--- src/rtl/nibble_serial_adder.sv ---
// Serial 16-bit adder/subtractor: one nibble per cycle through a shared
// 4-bit ripple adder, sequenced by an IDLE/RUN/DONE state machine.

// 4-bit ripple-carry adder used as the shared nibble datapath.
module four_bit_parallel_adder (
    input  logic [3:0] a,
    input  logic [3:0] b,
    input  logic       cin,
    output logic [3:0] s,
    output logic       cout
);
    logic c1_s;
    logic c2_s;
    logic c3_s;

    assign s[0] = a[0] ^ b[0] ^ cin;
    assign c1_s = (a[0] & b[0]) | (cin  & (a[0] ^ b[0]));
    assign s[1] = a[1] ^ b[1] ^ c1_s;
    assign c2_s = (a[1] & b[1]) | (c1_s & (a[1] ^ b[1]));
    assign s[2] = a[2] ^ b[2] ^ c2_s;
    assign c3_s = (a[2] & b[2]) | (c2_s & (a[2] ^ b[2]));
    assign s[3] = a[3] ^ b[3] ^ c3_s;
    assign cout = (a[3] & b[3]) | (c3_s & (a[3] ^ b[3]));
endmodule

module nibble_serial_adder (
    input  logic        clk,
    input  logic        rst,
    input  logic        start,
    input  logic [15:0] a,
    input  logic [15:0] b,
    input  logic        cin,
    input  logic        sub,
    output logic        busy,
    output logic        done,
    output logic [15:0] sum,
    output logic        cout,
    output logic        ovf
);
    typedef enum logic [1:0] {
        IDLE = 2'd0,
        RUN  = 2'd1,
        DONE = 2'd2
    } state_t;

    state_t      state_r;
    state_t      state_nxt_s;

    // Operands are captured at acceptance; B is stored already inverted for
    // subtraction so the datapath is always a plain add.
    logic [15:0] a_q;
    logic [15:0] b_q;
    logic        sub_q;
    logic        carry_q;
    logic [1:0]  idx;

    logic        busy_r;
    logic        done_r;
    logic [15:0] sum_r;
    logic        cout_r;
    logic        ovf_r;

    logic [3:0]  nib_a_s;
    logic [3:0]  nib_b_s;
    logic [3:0]  nib_s_s;
    logic        nib_cout_s;

    assign nib_a_s = a_q[{idx, 2'b00} +: 4];
    assign nib_b_s = b_q[{idx, 2'b00} +: 4];

    four_bit_parallel_adder u_nib_add (
        .a    (nib_a_s),
        .b    (nib_b_s),
        .cin  (carry_q),
        .s    (nib_s_s),
        .cout (nib_cout_s)
    );

    // State register.
    always_ff @(posedge clk or posedge rst) begin
        if (rst) begin
            state_r <= IDLE;
        end else begin
            state_r <= state_nxt_s;
        end
    end

    // Next-state logic: starts are only honoured from IDLE.
    always_comb begin
        state_nxt_s = state_r;
        case (state_r)
            IDLE: begin
                if (start) begin
                    state_nxt_s = RUN;
                end else begin
                    state_nxt_s = IDLE;
                end
            end
            RUN: begin
                if (idx == 2'd3) begin
                    state_nxt_s = DONE;
                end else begin
                    state_nxt_s = RUN;
                end
            end
            DONE:    state_nxt_s = IDLE;
            default: state_nxt_s = IDLE;
        endcase
    end

    // Operand capture, per-nibble accumulation and registered status outputs.
    always_ff @(posedge clk or posedge rst) begin
        if (rst) begin
            a_q     <= 16'h0000;
            b_q     <= 16'h0000;
            sub_q   <= 1'b0;
            carry_q <= 1'b0;
            idx     <= 2'd0;
            busy_r  <= 1'b0;
            done_r  <= 1'b0;
            sum_r   <= 16'h0000;
            cout_r  <= 1'b0;
            ovf_r   <= 1'b0;
        end else begin
            case (state_r)
                IDLE: begin
                    done_r <= 1'b0;
                    if (start) begin
                        a_q     <= a;
                        b_q     <= sub ? ~b : b;
                        sub_q   <= sub;
                        carry_q <= sub ? 1'b1 : cin;
                        idx     <= 2'd0;
                        busy_r  <= 1'b1;
                    end else begin
                        busy_r  <= 1'b0;
                    end
                end
                RUN: begin
                    sum_r[{idx, 2'b00} +: 4] <= nib_s_s;
                    carry_q                  <= nib_cout_s;
                    idx                      <= idx + 2'd1;
                    if (idx == 2'd3) begin
                        // Overflow: operands agree in sign but result does not.
                        cout_r <= nib_cout_s;
                        ovf_r  <= (a_q[15] ~^ b_q[15]) & (nib_s_s[3] ^ a_q[15]);
                        done_r <= 1'b1;
                    end else begin
                        done_r <= 1'b0;
                    end
                end
                DONE: begin
                    done_r <= 1'b0;
                    busy_r <= 1'b0;
                end
                default: begin
                    done_r <= 1'b0;
                    busy_r <= 1'b0;
                end
            endcase
        end
    end

    assign busy = busy_r;
    assign done = done_r;
    assign sum  = sum_r;
    assign cout = cout_r;
    assign ovf  = ovf_r;
endmodule
--- config.mk ---
export PLATFORM = sky130hd
export DESIGN_NAME = nibble_serial_adder
export DESIGN_NICKNAME = d
export VERILOG_FILES = /design/src/rtl/nibble_serial_adder.sv
export SDC_FILE = /design/constraint.sdc
export NUM_CORES = 1
export LEC_CHECK = 0
export ABC_CLOCK_PERIOD_IN_PS = 3900
export CORE_ASPECT_RATIO = 1.2
export CORE_MARGIN = 5
export CORE_UTILIZATION = 45
export CTS_CLUSTER_SIZE = 40
export DETAILED_ROUTE_END_ITERATION = 16
export GPL_TIMING_DRIVEN = 0
export HOLD_SLACK_MARGIN = 0.03
export PLACE_DENSITY = 0.71
export SLEW_MARGIN = 10
export SYNTH_ARGS = -nofsm -noshare
export SYNTH_HDL_FRONTEND = slang
export SYNTH_HIERARCHICAL = 1
export SYNTH_SLANG_ARGS = --single-unit
--- constraint.sdc ---
create_clock -name clk -period 3.9 [get_ports clk]
set_input_delay 0.78 -clock clk [delete_from_list [all_inputs] [get_ports clk]]
set_output_delay 0.78 -clock clk [all_outputs]
set_load 0.01 [all_outputs]
==> metrics, run 1 <==
drc violations=0; Root Buffer=clkbuf_8; Worst-path clk slew=0.06 ns; Yosys reg bits=57; die area=7923 µm²; RSZ-0062 raised after global routing=false; H-tree depth=3; combinational group share of total power=50.3%; CP startpoint kind=flip-flop; Rel. slew slack=59.38%; fin crit share=91.74%; Die X=82.09 µm; critical path data arrival time=3.78 ns; post-CTS setup buffers=0; largest net degree at the start of global routing=35; starting density of the core=46.38%; leakage=1.687 nW; Worst Path Class, Setup=flip-flop to flip-flop; TritonRoute pass-1 iters=6; Avg Cell Area, Syn=11.50 µm²; WHS=0.4749 ns; Worst-Margin Slew=0.6066 ns; internal power=0.001822 W; CTS tree=yes; Final Setup Violations=0; yosys warns=6; FP Rows=31; mapped cell area=2806 µm²; pre-CTS setup slack=0.3216 ns; WL/cell=14.64 µm; total number of vias=1,964; clock power share=16.5%; Critical Path, Cell by Cell=buf_4 -> mux4_2 -> fa_1 -> inv_1 -> fa_1 -> inv_1 -> fa_1 -> inv_1 -> fa_1 -> inv_1 -> and3b_1 -> a21oi_1 -> o21ai_0; Num CTS Buffers=9; # diodes=0; Worst VDD drop=0.4425 mV; delay-heaviest family, CP=adder cells; most frequent cells in the layout=nand2_1 (69), dfrtp_1 (57), clkdlybuf4s50_1 (55); grt ovf=0; Flop pwr share=33.2%; global-route wire length before repair=9.977 mm; vias in the first global route=2,140; final wirelength=5.811 mm; Sink Count=57; top sig layer=met4; max cap viols=0; final-report hold violation count=0; Cell Pwr Density=828.0 nW/µm²; maximum fanout along the worst path=10; GRT Total Usage=17.12%; Cells after Synth=244; Psw=0.001208 W; min setup slack post-route=0.3220 ns; Fin Clk Skew=0.007538 ns; Syn-to-layout area delta=30.41%; NumNets Final=357; initial drt markers=98; chip height=96.51 µm; Final Max Slew Viols=0; Routed met3 length=225 µm; Top-Level Pins=57; Netlist cell types=31; Hold Path Class=flip-flop to flip-flop; DR vias/cell=4.947; CP max stage delay=0.56 ns; wire length on met2=3.119 mm; Clock Path Buffers=2; register area share after synthesis=50.82%; CP Buf/Inv Count=5; initial antenna violation count=0; Synth area leaders=dfrtp_1 (51%), nand2_1 (9.2%), mux4_2 (6.4%); Port-buffer cells=55; Sum Neg Setup Slack=0 ns; M1 wire length=2.304 mm; Max Freq=279.5 MHz; core box area=6051 µm²; status=complete, no violations; # resized after CTS=0; leading cell type in the layout, fill and taps excluded=nand2_1; crit path capture type=flip-flop; Mapped Nets=290; Post-DP HPWL=4.411 mm; critical path required time=4.11 ns; min Tclk post-route=3.578 ns; ratio of cells with drive above 1 in the final layout=18.41%; Synth top area share=50.82%; Final GP Congestion=0.7769; Slowest-stage cell, CP=mux4_2; Routed Antenna Nets=0; switching share of power=39.87%; worst-skew pair later-pin latency=0.34 ns; area leader, netlist=dfrtp_1; Post-CTS Hold Fix Bufs=0
==> final cells by class <==
type,instances,area (µm²)
fill,554,2391
sequential,57,1426
multi-input combinational,160,1207
timing repair buffer,56,570.5
clock buffer,12,165.2
buffer,12,116.4
tap,82,102.6
inverter,15,56.30
clock inverter,3,15.01
==> tightest hold or removal path, cell delays in order (launching register included) <==
cell     delay [ns]
dfrtp_1        0.34
nand2_1        0.06
o21ai_2        0.05
==> Yosys cell counts, drive strengths merged <==
cell and n:
nor2b 2, nand3b 4, mux2 1, nand2b 2, o31ai 1, nand3 3, a22o 16, nor4b 1
xnor2 16, clkbuf 1, nor2 1, o21ai 20, nor3b 1, ha 5, or3b 1, nor4 2
a21oi 1, dfrtp 57, fa 4, buf 11, and3b 1, nor3 1, nand2 69, inv 15
mux4 8
==> through the flow <==
step                total power (W)  cell area (µm²)  std cells  util (%)
global placement           0.002503             3460        381     57.18
finish                     0.003030             3660        397     60.48
global route               0.003265             3660        397     60.48
CTS                        0.003062             3660        397     60.48
detailed placement         0.002554             3480        382     57.51
floorplan                  0.002028             2806        244         -
==> sequential cells by signal, summed over array words and instances, names as in the netlist <==
signal,count
a_q,16
b_q,16
sum,16
idx,2
state_r,2
busy,1
carry_q,1
cout,1
done,1
ovf,1
==> final timing paths <==
kind	startpoint	to	slack, ns	cells after the start
worst min register to register	b_q[12]	b_q[12]	0.47	2
max in group asynchronous	rst	b_q[14]	2.56	3
worst max-delay path	idx[0]	ovf	0.32	13
worst max register to register	idx[0]	ovf	0.32	13
min in group asynchronous	rst	a_q[0]	0.79	2
worst min-delay path	b_q[12]	b_q[12]	0.47	2
==> power groups by stage <==
stage / combinational (W) / sequential (W) / clock (W)
finish: 0.00153 / 0.00100 / 0.000500
global route: 0.00169 / 0.00103 / 0.000539
CTS: 0.00155 / 0.00101 / 0.000510
detailed placement: 0.00154 / 0.00102 / 0
global placement: 0.00150 / 0.000999 / 0
floorplan: 0.00103 / 0.000999 / 0
==> logic make-up (layout without fill, tap and decap cells) <==
logic type,Yosys count,in the layout,synth area share [%]
DFF,57,57,50.82
muxes,9,9,6.821
adders and majority gates,9,9,5.083
buffers and inverters,27,98,6.152
AOI/OAI and AO/OA,38,38,11.15
xor gates and xnor gates,16,16,4.993
and+or+nand+nor,88,88,14.98
==> layer usage <==
metal | up-vias | track usage [%]
li1 | 946 | -
met1 | 961 | 18.94
met3 | 11 | 3.061
met5 | - | 0
met4 | 0 | 10.66
met2 | 46 | 30.05
No activity file was read; power rests on OpenSTA's default activity.
==> run 2: changes to the inputs <==
Settings changed: CAP_MARGIN from default to 0, PLACE_DENSITY 0.71 to 0.77.
==> run 2 against run 1 <==
Worst hold slack lost 0.0029 ns. Fmax grew 0.19%. Cell count grew 0.25%. Largest power group unchanged. Register-to-register slack is essentially flat. Routed wire length grew 3.0%. Clock skew is essentially flat. First-iteration DRC count shrank 16%. Global-route usage is essentially flat. Highest routed layer unchanged. Via count grew 1.1%. Combinational power is essentially flat. Total power grew 2.1%.
==> metrics, run 2 (synthesis results as in run 1) <==
status=complete, no violations; CTS tree=yes; FP Rows=31; Top-Level Pins=57; delay-heaviest family, CP=adder cells; CP Buf/Inv Count=5; Cell Pwr Density=841.4 nW/µm²; register area=1426 µm²; Final Max Slew Viols=0; critical path data arrival time=3.79 ns; ratio of cells with drive above 1 in the final layout=18.35%; Fillers=543; Psw=0.001231 W; WL/cell=15.04 µm; final wirelength=5.985 mm; Rel. slew slack=58.03%; global-route wire length before repair=9.963 mm; Layout Cells excl Fill=398; largest net degree at the start of global routing=36; die area=7923 µm²; critical path required time=4.12 ns; core box area=6051 µm²; internal power=0.001862 W; Critical Path, Cell by Cell=buf_4 -> mux4_2 -> fa_1 -> inv_1 -> fa_1 -> inv_1 -> fa_1 -> inv_1 -> fa_1 -> inv_1 -> and3b_1 -> a21oi_1 -> o21ai_0; min setup slack post-route=0.3287 ns; pre-CTS setup slack=0.2893 ns; Inst Count DP=382; Sink Count=57; leading cell type in the layout, fill and taps excluded=nand2_1; final-report hold violation count=0; CP startpoint kind=flip-flop; Sum Neg Setup Slack=0 ns; initial drt markers=82; most frequent cells in the layout=nand2_1 (69), dfrtp_1 (57), clkdlybuf4s50_1 (55); drc violations=0; worst hold path stage count=2; # resized after CTS=0; Final GP Congestion=0.8333; Routed Antenna Nets=0; fin crit share=91.57%; TritonRoute pass-1 iters=4; chip height=96.51 µm; worst reg2reg path depth=13; post-CTS setup buffers=0; H-tree depth=3; worst-skew pair later-pin latency=0.35 ns; Hold Path Class=flip-flop to flip-flop; Syn-to-layout area delta=30.99%; initial antenna violation count=0; Slowest-stage cell, CP=mux4_2; grt ovf=0; CP max stage delay=0.57 ns; WHS=0.4720 ns; Die X=82.09 µm; leakage=1.684 nW; Worst-path clk slew=0.07 ns; Worst VDD drop=0.4136 mV; Post-CTS Hold Fix Bufs=0; Flop pwr share=32.4%; Root Buffer=clkbuf_8; GRT Total Usage=17.14%; crit path capture type=flip-flop; Clock Path Buffers=2; Worst-Margin Slew=0.6268 ns; starting density of the core=46.38%; Num CTS Buffers=9; Port-buffer cells=55; NumNets Final=357; max cap viols=0; CP Depth=13; Fin Clk Skew=0.007351 ns; vias in the first global route=2,083; combinational group share of total power=50.0%; maximum fanout along the worst path=10; clock power share=17.6%; min Tclk post-route=3.571 ns; Max Freq=280.0 MHz; # diodes=0; total number of vias=1,985; Post-DP HPWL=4.457 mm; Final Setup Violations=0; RSZ-0062 raised after global routing=false; switching share of power=39.81%; Worst Path Class, Setup=flip-flop to flip-flop; area of the multi-input gates=1207 µm²; DR vias/cell=4.987
[run 2: cell count changes in the layout (fill, tap and decap cells not counted), sizes merged]
cell,before,now
clkbuf,13,12
clkinvlp,0,2
bufinv,0,1
clkinv,3,2
[run 2: worst register-to-register path, stage by stage, from the launching register on]
cell,delay [ns]
dfrtp_1,0.48
buf_4,0.29
mux4_2,0.57
fa_1,0.42
inv_1,0.08
fa_1,0.16
inv_1,0.05
fa_1,0.35
inv_1,0.09
fa_1,0.40
inv_1,0.18
and3b_1,0.20
a21oi_1,0.10
o21ai_0,0.08
[run 2: per-stage QoR]
step / power [W] / instance area (µm²) / utilization (%)
detailed placement: 0.002564 / 3480 / 57.51
CTS: 0.003122 / 3676 / 60.75
finish: 0.003093 / 3676 / 60.75
floorplan: 0.002028 / 2806 / -
global placement: 0.002488 / 3460 / 57.18
global route: 0.003329 / 3676 / 60.75
[run 2: layout make-up]
cell class / instances / area share, %
flip-flops and latches: 57 / 38.80
well taps: 82 / 2.791
plain buffers: 12 / 3.165
repair buffers: 56 / 15.52
multi-input cells: 160 / 32.85
clock inverters: 5 / 1.498
clock buffers: 11 / 3.846
inverters: 15 / 1.532
[run 2: final timing paths]
kind	start	end	slack, ns
worst max-delay path	idx[0]	ovf	0.33
worst min-delay path	b_q[14]	b_q[14]	0.47
worst max register to register	idx[0]	ovf	0.33
worst min register to register	b_q[14]	b_q[14]	0.47
max in group asynchronous	rst	cout	2.58
min in group asynchronous	rst	sum[0]	0.77
[run 2: layer usage]
metal | vias to the layer above | track usage, % | routed length, µm
met2 | 59 | 28.57 | 3184
met3 | 14 | 4.824 | 309
met4 | 0 | 7.756 | 123
met5 | - | 0 | 0
met1 | 960 | 20.45 | 2368
li1 | 952 | - | -
[run 2: power groups by stage]
stage	Combinational (W)	Clock [W]	Sequential, W
floorplan	0.00103	0	0.000999
global placement	0.00149	0	0.000998
detailed placement	0.00155	0	0.00101
CTS	0.00156	0.000555	0.00101
global route	0.00171	0.000585	0.00103
finish	0.00155	0.000544	0.00100
